==> config.mk <==
export PLATFORM = sky130hd
export DESIGN_NAME = id_ex_stage_flat
export DESIGN_NICKNAME = d
export VERILOG_FILES = /design/src/rtl/simple_pkg.sv /design/src/rtl/id_ex_stage_if.sv /design/src/rtl/load_use_detect.sv /design/src/rtl/id_ex_stage.sv /design/src/flat_wrapper.sv
export SDC_FILE = /design/constraint.sdc
export NUM_CORES = 1
export LEC_CHECK = 0
export BUFFER_PORTS_ARGS = -buffer_cell sky130_fd_sc_hd__buf_2
export CAP_MARGIN = 20
export CORE_MARGIN = 1
export CORE_UTILIZATION = 49
export DETAILED_ROUTE_END_ITERATION = 7
export GPL_TIMING_DRIVEN = 0
export MAX_ROUTING_LAYER = met4
export PLACE_DENSITY = 0.86
export SETUP_SLACK_MARGIN = 0.5
export SLEW_MARGIN = 30
export SYNTH_ARGS = -nofsm -noshare
export SYNTH_HDL_FRONTEND = slang
export SYNTH_HIERARCHICAL = 1
export SYNTH_SLANG_ARGS = --single-unit
==> constraint.sdc <==
create_clock -name clk -period 4.5 [get_ports clk]
set_clock_uncertainty 0.2 [all_clocks]
set_input_delay 0.9 -clock clk [delete_from_list [all_inputs] [get_ports clk]]
set_output_delay 0.9 -clock clk [all_outputs]
set_load 0.05 [all_outputs]
==> src/rtl/simple_pkg.sv <==
// Shared types and widths for the SIMPLE 5-stage core: datapath sizes, ALU
// opcodes and the control bundle carried through the ID/EX, EX/MEM and MEM/WB registers.
package simple_pkg;

  localparam int DATA_W  = 16;
  localparam int REG_AW  = 3;
  localparam int ALUOP_W = 4;
  localparam int CNT_W   = 16;

  typedef enum logic [ALUOP_W-1:0] {
    ALU_ADD   = 4'd0,
    ALU_SUB   = 4'd1,
    ALU_AND   = 4'd2,
    ALU_OR    = 4'd3,
    ALU_XOR   = 4'd4,
    ALU_SLT   = 4'd5,
    ALU_SLL   = 4'd6,
    ALU_SRL   = 4'd7,
    ALU_PASSB = 4'd8
  } alu_op_e;

  typedef struct packed {
    logic               regwrite;
    logic               memread;
    logic               memwrite;
    logic               alusrc;
    logic [ALUOP_W-1:0] aluop;
  } ctrl_t;

  typedef struct packed {
    logic              valid;
    logic [REG_AW-1:0] ra;
    logic [REG_AW-1:0] rb;
    logic [REG_AW-1:0] rd;
    logic [DATA_W-1:0] rdataA;
    logic [DATA_W-1:0] rdataB;
    logic [DATA_W-1:0] imm;
    ctrl_t             ctrl;
  } idExT;

  localparam idExT ID_EX_BUBBLE = '0;

  // Strip every side effect so a non-instruction can never write state or forward.
  function automatic ctrl_t killCtrl(input ctrl_t c);
    ctrl_t k;
    k          = c;
    k.regwrite = 1'b0;
    k.memread  = 1'b0;
    k.memwrite = 1'b0;
    return k;
  endfunction

endpackage

==> src/rtl/id_ex_stage_if.sv <==
// ID-side inputs and EX-side outputs of the ID/EX register; master drives ID,
// slave is the pipeline register itself.
interface id_ex_stage_if;
  import simple_pkg::*;

  logic               hold;
  logic               flush;
  logic               id_valid;
  logic [REG_AW-1:0]  id_ra;
  logic [REG_AW-1:0]  id_rb;
  logic [REG_AW-1:0]  id_rd;
  logic               id_use_ra;
  logic               id_use_rb;
  logic [DATA_W-1:0]  id_rdata_a;
  logic [DATA_W-1:0]  id_rdata_b;
  logic [DATA_W-1:0]  id_imm;
  logic               id_regwrite;
  logic               id_memread;
  logic               id_memwrite;
  logic               id_alusrc;
  logic [ALUOP_W-1:0] id_aluop;

  logic               load_use_stall;
  logic               ex_valid;
  logic [REG_AW-1:0]  ex_ra;
  logic [REG_AW-1:0]  ex_rb;
  logic [REG_AW-1:0]  ex_rd;
  logic [DATA_W-1:0]  ex_rdata_a;
  logic [DATA_W-1:0]  ex_rdata_b;
  logic [DATA_W-1:0]  ex_imm;
  logic               ex_regwrite;
  logic               ex_memread;
  logic               ex_memwrite;
  logic               ex_alusrc;
  logic [ALUOP_W-1:0] ex_aluop;
  logic [CNT_W-1:0]   bubble_cnt;

  modport master (
    output hold, flush, id_valid, id_ra, id_rb, id_rd, id_use_ra, id_use_rb,
           id_rdata_a, id_rdata_b, id_imm, id_regwrite, id_memread,
           id_memwrite, id_alusrc, id_aluop,
    input  load_use_stall, ex_valid, ex_ra, ex_rb, ex_rd, ex_rdata_a,
           ex_rdata_b, ex_imm, ex_regwrite, ex_memread, ex_memwrite,
           ex_alusrc, ex_aluop, bubble_cnt
  );

  modport slave (
    input  hold, flush, id_valid, id_ra, id_rb, id_rd, id_use_ra, id_use_rb,
           id_rdata_a, id_rdata_b, id_imm, id_regwrite, id_memread,
           id_memwrite, id_alusrc, id_aluop,
    output load_use_stall, ex_valid, ex_ra, ex_rb, ex_rd, ex_rdata_a,
           ex_rdata_b, ex_imm, ex_regwrite, ex_memread, ex_memwrite,
           ex_alusrc, ex_aluop, bubble_cnt
  );

endinterface

==> src/rtl/load_use_detect.sv <==
// Combinational load-use hazard compare: a load in EX whose destination is
// read by the valid instruction in ID.
module load_use_detect
  import simple_pkg::*;
(
  input  logic              exValid,
  input  logic              exMemread,
  input  logic              exRegwrite,
  input  logic [REG_AW-1:0] exRd,
  input  logic              idValid,
  input  logic [REG_AW-1:0] idRa,
  input  logic [REG_AW-1:0] idRb,
  input  logic              idUseRa,
  input  logic              idUseRb,
  output logic              stall
);

  logic loadInEx;
  logic raHit;
  logic rbHit;

  assign loadInEx = exValid & exMemread & exRegwrite;
  assign raHit    = idUseRa & (idRa == exRd);
  assign rbHit    = idUseRb & (idRb == exRd);
  assign stall    = loadInEx & idValid & (raHit | rbHit);

endmodule

==> src/rtl/id_ex_stage.sv <==
// ID/EX pipeline register with load-use interlock and a saturating count of
// inserted bubbles (flush or stall).
module id_ex_stage
  import simple_pkg::*;
(
  input logic          clk,
  input logic          rst_n,
  id_ex_stage_if.slave bus
);

  localparam logic [CNT_W-1:0] CNT_MAX = '1;

  idExT             exQ;
  idExT             idIn;
  ctrl_t            idCtrl;
  logic             stall;
  logic             loadBubble;
  logic [CNT_W-1:0] bubbleCnt;

  // NOTE: every variable assigned in always_comb gets a default first so no latch can be inferred.
  always_comb begin
    idCtrl          = '0;
    idCtrl.regwrite = bus.id_regwrite;
    idCtrl.memread  = bus.id_memread;
    idCtrl.memwrite = bus.id_memwrite;
    idCtrl.alusrc   = bus.id_alusrc;
    idCtrl.aluop    = bus.id_aluop;

    idIn        = ID_EX_BUBBLE;
    idIn.valid  = bus.id_valid;
    idIn.ra     = bus.id_ra;
    idIn.rb     = bus.id_rb;
    idIn.rd     = bus.id_rd;
    idIn.rdataA = bus.id_rdata_a;
    idIn.rdataB = bus.id_rdata_b;
    idIn.imm    = bus.id_imm;
    idIn.ctrl   = bus.id_valid ? idCtrl : killCtrl(idCtrl);
  end

  load_use_detect u_detect (
    .exValid    (exQ.valid),
    .exMemread  (exQ.ctrl.memread),
    .exRegwrite (exQ.ctrl.regwrite),
    .exRd       (exQ.rd),
    .idValid    (bus.id_valid),
    .idRa       (bus.id_ra),
    .idRb       (bus.id_rb),
    .idUseRa    (bus.id_use_ra),
    .idUseRb    (bus.id_use_rb),
    .stall      (stall)
  );

  // Flush and stall together still collapse into a single bubble.
  assign loadBubble = bus.flush | stall;

  // NOTE: state registers update with non-blocking assignments so every flop samples pre-edge values.
  always_ff @(posedge clk or negedge rst_n) begin
    if (!rst_n) begin
      exQ       <= ID_EX_BUBBLE;
      bubbleCnt <= '0;
    end else if (!bus.hold) begin
      if (loadBubble) begin
        exQ <= ID_EX_BUBBLE;
        if (bubbleCnt != CNT_MAX) bubbleCnt <= bubbleCnt + 1'b1;
      end else begin
        exQ <= idIn;
      end
    end
  end

  assign bus.load_use_stall = stall;
  assign bus.ex_valid       = exQ.valid;
  assign bus.ex_ra          = exQ.ra;
  assign bus.ex_rb          = exQ.rb;
  assign bus.ex_rd          = exQ.rd;
  assign bus.ex_rdata_a     = exQ.rdataA;
  assign bus.ex_rdata_b     = exQ.rdataB;
  assign bus.ex_imm         = exQ.imm;
  assign bus.ex_regwrite    = exQ.ctrl.regwrite;
  assign bus.ex_memread     = exQ.ctrl.memread;
  assign bus.ex_memwrite    = exQ.ctrl.memwrite;
  assign bus.ex_alusrc      = exQ.ctrl.alusrc;
  assign bus.ex_aluop       = exQ.ctrl.aluop;
  assign bus.bubble_cnt     = bubbleCnt;

endmodule

==> src/flat_wrapper.sv <==
// flat-port wrapper written by rule: the top's interface ports become plain ports
module id_ex_stage_flat import simple_pkg::*;
  (clk, rst_n, bus_hold, bus_flush, bus_id_valid, bus_id_ra, bus_id_rb, bus_id_rd, bus_id_use_ra, bus_id_use_rb, bus_id_rdata_a, bus_id_rdata_b, bus_id_imm, bus_id_regwrite, bus_id_memread, bus_id_memwrite, bus_id_alusrc, bus_id_aluop, bus_load_use_stall, bus_ex_valid, bus_ex_ra, bus_ex_rb, bus_ex_rd, bus_ex_rdata_a, bus_ex_rdata_b, bus_ex_imm, bus_ex_regwrite, bus_ex_memread, bus_ex_memwrite, bus_ex_alusrc, bus_ex_aluop, bus_bubble_cnt);
  id_ex_stage_if bus_i ();
  input logic clk;
  input logic rst_n;
  input wire logic [$bits(bus_i.hold)-1:0] bus_hold;
  input wire logic [$bits(bus_i.flush)-1:0] bus_flush;
  input wire logic [$bits(bus_i.id_valid)-1:0] bus_id_valid;
  input wire logic [$bits(bus_i.id_ra)-1:0] bus_id_ra;
  input wire logic [$bits(bus_i.id_rb)-1:0] bus_id_rb;
  input wire logic [$bits(bus_i.id_rd)-1:0] bus_id_rd;
  input wire logic [$bits(bus_i.id_use_ra)-1:0] bus_id_use_ra;
  input wire logic [$bits(bus_i.id_use_rb)-1:0] bus_id_use_rb;
  input wire logic [$bits(bus_i.id_rdata_a)-1:0] bus_id_rdata_a;
  input wire logic [$bits(bus_i.id_rdata_b)-1:0] bus_id_rdata_b;
  input wire logic [$bits(bus_i.id_imm)-1:0] bus_id_imm;
  input wire logic [$bits(bus_i.id_regwrite)-1:0] bus_id_regwrite;
  input wire logic [$bits(bus_i.id_memread)-1:0] bus_id_memread;
  input wire logic [$bits(bus_i.id_memwrite)-1:0] bus_id_memwrite;
  input wire logic [$bits(bus_i.id_alusrc)-1:0] bus_id_alusrc;
  input wire logic [$bits(bus_i.id_aluop)-1:0] bus_id_aluop;
  output wire logic [$bits(bus_i.load_use_stall)-1:0] bus_load_use_stall;
  output wire logic [$bits(bus_i.ex_valid)-1:0] bus_ex_valid;
  output wire logic [$bits(bus_i.ex_ra)-1:0] bus_ex_ra;
  output wire logic [$bits(bus_i.ex_rb)-1:0] bus_ex_rb;
  output wire logic [$bits(bus_i.ex_rd)-1:0] bus_ex_rd;
  output wire logic [$bits(bus_i.ex_rdata_a)-1:0] bus_ex_rdata_a;
  output wire logic [$bits(bus_i.ex_rdata_b)-1:0] bus_ex_rdata_b;
  output wire logic [$bits(bus_i.ex_imm)-1:0] bus_ex_imm;
  output wire logic [$bits(bus_i.ex_regwrite)-1:0] bus_ex_regwrite;
  output wire logic [$bits(bus_i.ex_memread)-1:0] bus_ex_memread;
  output wire logic [$bits(bus_i.ex_memwrite)-1:0] bus_ex_memwrite;
  output wire logic [$bits(bus_i.ex_alusrc)-1:0] bus_ex_alusrc;
  output wire logic [$bits(bus_i.ex_aluop)-1:0] bus_ex_aluop;
  output wire logic [$bits(bus_i.bubble_cnt)-1:0] bus_bubble_cnt;
  assign bus_i.hold = bus_hold;
  assign bus_i.flush = bus_flush;
  assign bus_i.id_valid = bus_id_valid;
  assign bus_i.id_ra = bus_id_ra;
  assign bus_i.id_rb = bus_id_rb;
  assign bus_i.id_rd = bus_id_rd;
  assign bus_i.id_use_ra = bus_id_use_ra;
  assign bus_i.id_use_rb = bus_id_use_rb;
  assign bus_i.id_rdata_a = bus_id_rdata_a;
  assign bus_i.id_rdata_b = bus_id_rdata_b;
  assign bus_i.id_imm = bus_id_imm;
  assign bus_i.id_regwrite = bus_id_regwrite;
  assign bus_i.id_memread = bus_id_memread;
  assign bus_i.id_memwrite = bus_id_memwrite;
  assign bus_i.id_alusrc = bus_id_alusrc;
  assign bus_i.id_aluop = bus_id_aluop;
  assign bus_load_use_stall = bus_i.load_use_stall;
  assign bus_ex_valid = bus_i.ex_valid;
  assign bus_ex_ra = bus_i.ex_ra;
  assign bus_ex_rb = bus_i.ex_rb;
  assign bus_ex_rd = bus_i.ex_rd;
  assign bus_ex_rdata_a = bus_i.ex_rdata_a;
  assign bus_ex_rdata_b = bus_i.ex_rdata_b;
  assign bus_ex_imm = bus_i.ex_imm;
  assign bus_ex_regwrite = bus_i.ex_regwrite;
  assign bus_ex_memread = bus_i.ex_memread;
  assign bus_ex_memwrite = bus_i.ex_memwrite;
  assign bus_ex_alusrc = bus_i.ex_alusrc;
  assign bus_ex_aluop = bus_i.ex_aluop;
  assign bus_bubble_cnt = bus_i.bubble_cnt;
  id_ex_stage u_core (.clk(clk), .rst_n(rst_n), .bus(bus_i));
endmodule
==> qor.csv <==
stage,metric,value,unit
status,outcome,"finished, final reports clean",
min_path,hold crit path type,in2async,
clocking,buffer count from post-CTS setup fixing,0,
floorplanning,Die X,82.3,um
detailed_routing,Vias,2673,
place,number of port buffers,154,
grt,via count of the first global-routing pass,2532,
detailed_routing,Via density,5.57,
detailed_routing,WL final,7.85,mm
clocking,master cell of the clock root buffer,sky130_fd_sc_hd__clkbuf_8,
critical_path,Crit Path Category,in2out,
final_layout,filler cell count in the final layout,443,
clocking,CTS Buf Count,9,
place,detailed placer's ending HPWL,5.77,mm
place,pre-CTS setup slack,1.29,ns
floorplanning,overall die area,6780,um2
timing,Final Hold Vio Count,0,
grt,met2 Resource Use GR,39.8,%
clocking,CTS HTree Levels,3,
timing,achievable frequency,317,MHz
floorplanning,Initial Utilization,52.2,%
logic_synthesis,area of the mapped netlist,3160,um2
pwr,Internal,1.24,mW
grt,overall fraction of global-route tracks in use,24.9,%
final_layout,final net count,473,
final_layout,end-of-flow core utilization,70.5,%
clocking,clock tree sinks,82,
critical_path,crit path launch type,input port,
final_layout,# diodes,0,
clocking,post-CTS clock slew at the launch and capture registers of the worst setup and hold paths,0.08,ns
final_layout,layout cells sized above 1,43.7,%
grt,pin count of the biggest net entering global routing,54,
clocking,maximum number of buffers from clock root to sink,2,
final_layout,post-route cell area,4270,um2
place,gp weighted congestion,0.826,
timing,transition time at the pin with the least slew margin,0.779,ns
pwr,clock network fraction of total power,28.3,%
floorplanning,die height,82.3,um
floorplanning,count of pins on the block boundary,155,
detailed_routing,wire length per cell,16.4,um
timing,hold slack,0.281,ns
critical_path,signal arrival time at the worst endpoint,2.06,ns
detailed_routing,detailed-routing iteration count for the pre-antenna-repair pass,4,
grt,global route hottest layer,met2,
logic_synthesis,count of mapped cells out of synthesis,234,
grt,met3 track utilization from global routing,6.92,%
clocking,clock tree from TritonCTS,yes,
pwr,areal power density over the cells,452,nW/um2
timing,minimum clock period after layout,3.16,ns
logic_synthesis,synthesized netlist net count,307,
detailed_routing,Starting DRT DRC Count,92,
critical_path,Critical Path Fanout Max,4,
critical_path,kind of end point of the critical path,output port,
pwr,sequential share of power,45.3,%
logic_synthesis,number of distinct library cell variants in the gate-level netlist after synthesis,25,
grt,GRT Residual Overflow,0,
place,cell area reported after detailed placement,4060,um2
grt,global-route met1 utilization,30.8,%
grt,first-pass GRT wire length,12.0,mm
pwr,Max VDD drop,0.000280,V
detailed_routing,residual DRC count,0,
logic_synthesis,portion of the post-synthesis area used by sequential elements,64.9,%
pwr,fraction of power consumed by combinational cells,26.3,%
pwr,leakage power,2.27,nW
critical_path,data required time of the critical path,3.40,ns
logic_synthesis,total of warnings raised by yosys,6,
timing,Max Slew Vio Count,0,
pwr,net switching component of the power,0.697,mW
logic_synthesis,Yosys reg bits,82,
timing,final setup vio count,0,
pwr,Switching Fraction,36.1,%
timing,final worst-path cycle share,70.2,%
timing,normalized max-slew margin,47.7,%
timing,worst-case setup margin in the final layout,1.34,ns
timing,unrepaired setup endpoints after global routing,false,
final_layout,area delta synth->final,35.0,%
clocking,clock latency of the later-clocked register in the worst-skew pair,0.34,ns
timing,setup tns final,0,ns
detailed_routing,antenna violation net count after detailed routing,0,
floorplanning,Core Footprint,6060,um2
grt,number of antenna violations at the first check in global routing,0,
critical_path,slack of the worst reg-to-reg path,1.81,ns
job,Max-cap violations,0,
clocking,cts hold-fix bufs,0,
floorplanning,standard-cell row count,28,
clocking,Resize count post-CTS,0,
logic_synthesis,mean post-synth cell area,13.5,um2
## worst paths after layout
kind,cells after the start,startpoint,end
max in group asynchronous,2,rst_n,u_core/bus.ex_rdata_a[14]
setup reg to reg,7,u_core/bus.ex_rd[1],u_core/bus.bubble_cnt[15]
setup / recovery,5,bus_id_ra[0],bus_load_use_stall
hold reg to reg,1,u_core/bus.ex_memwrite,u_core/bus.ex_memwrite
min in group clk,1,u_core/bus.ex_memwrite,u_core/bus.ex_memwrite
hold / removal,1,rst_n,u_core/bus.bubble_cnt[13]
## flip-flops by register name, indices dropped and copies added, names as in the netlist, 3 cells and up
register,flops
u_core/bus.bubble_cnt,16
u_core/bus.ex_aluop,4
u_core/bus.ex_imm,16
u_core/bus.ex_ra,3
u_core/bus.ex_rb,3
u_core/bus.ex_rd,3
u_core/bus.ex_rdata_a,16
u_core/bus.ex_rdata_b,16
## placed cells by master (no fill, tap or decap), drive strengths merged, types with 3 or more instances in the layout
| cell type | count |
|---|---|
| dfrtp | 82 |
| nor3 | 6 |
| nand4 | 11 |
| a32o | 3 |
| a22o | 63 |
| xnor2 | 13 |
| clkbuf | 19 |
| buf | 162 |
| nand3 | 7 |
| xor2 | 4 |
| nand2 | 3 |
| a21oi | 6 |
| nor2 | 6 |
## worst max-delay path: stages
cell and delay [ns]:
sky130_fd_sc_hd__buf_2 0.11, sky130_fd_sc_hd__xnor2_1 0.18, sky130_fd_sc_hd__nand4_1 0.12, sky130_fd_sc_hd__a21oi_1 0.38, sky130_fd_sc_hd__buf_2 0.36
## power by group through the flow
stage | registers (mW) | logic (mW) | clock network, mW
2_1_floorplan | 1.13 | 0.106 | 0
3_3_place_gp | 0.884 | 0.501 | 0
3_5_place_dp | 0.886 | 0.514 | 0
4_1_cts | 0.875 | 0.512 | 0.563
5_1_grt | 0.887 | 0.540 | 0.599
6_report | 0.876 | 0.509 | 0.548
## area by class of cell
cell class	instances	area [um2]	area share [%]
Sequential cell	82	2050	48.0
Multi-Input combinational cell	137	1050	24.6
Timing Repair Buffer	155	801	18.7
Clock buffer	11	151	3.54
Tap cell	75	93.8	2.20
Clock inverter	5	62.6	1.46
Buffer	15	58.8	1.38
## cells in the mapped netlist
cell	count	area [um2]
sky130_fd_sc_hd__nand4_1	11	68.8
sky130_fd_sc_hd__and4_2	1	10.0
sky130_fd_sc_hd__nor3_1	6	30.0
sky130_fd_sc_hd__buf_1	5	18.8
sky130_fd_sc_hd__or3_1	1	6.26
sky130_fd_sc_hd__and3_1	2	12.5
sky130_fd_sc_hd__a32o_1	3	30.0
sky130_fd_sc_hd__a21oi_1	6	30.0
sky130_fd_sc_hd__o21bai_4	1	18.8
sky130_fd_sc_hd__nor2_1	6	22.5
sky130_fd_sc_hd__dfrtp_1	82	2050
sky130_fd_sc_hd__ha_1	1	12.5
sky130_fd_sc_hd__xnor2_1	13	114
sky130_fd_sc_hd__o21ai_0	2	10.0
sky130_fd_sc_hd__a22o_1	63	552
sky130_fd_sc_hd__buf_2	2	10.0
sky130_fd_sc_hd__o21ba_2	1	10.0
sky130_fd_sc_hd__and2_1	2	12.5
sky130_fd_sc_hd__mux2_2	1	11.3
sky130_fd_sc_hd__nor4_1	2	12.5
sky130_fd_sc_hd__nand2_1	3	11.3
sky130_fd_sc_hd__clkbuf_1	8	30.0
sky130_fd_sc_hd__xor2_1	4	35.0
sky130_fd_sc_hd__or4_1	1	7.51
sky130_fd_sc_hd__nand3_1	7	35.0
## kinds of logic (layout without fill, tap and decap cells)
family | after synthesis | in the layout | share of synthesized area [%]
adders and majority gates | 1 | 1 | 0.396
buffers and inverters | 15 | 186 | 1.86
muxes | 1 | 1 | 0.356
and+or+nand+nor | 42 | 42 | 7.24
AOI/OAI and AO/OA | 76 | 76 | 20.6
xor gates and xnor gates | 17 | 17 | 4.71
DFF | 82 | 82 | 64.9
## metal layers
layer	wire (um)	up-vias
li1	-	1230
met1	3290	1289
met2	3800	146
met3	711	8
met4	57	0
met5	0	-
## stage by stage
stage	std cells	total power, mW
4_1_cts	480	1.95
3_5_place_dp	464	1.40
5_1_grt	480	2.03
3_3_place_gp	463	1.39
2_1_floorplan	234	1.24
6_report	480	1.93
(Power assumes the default switching activity.)
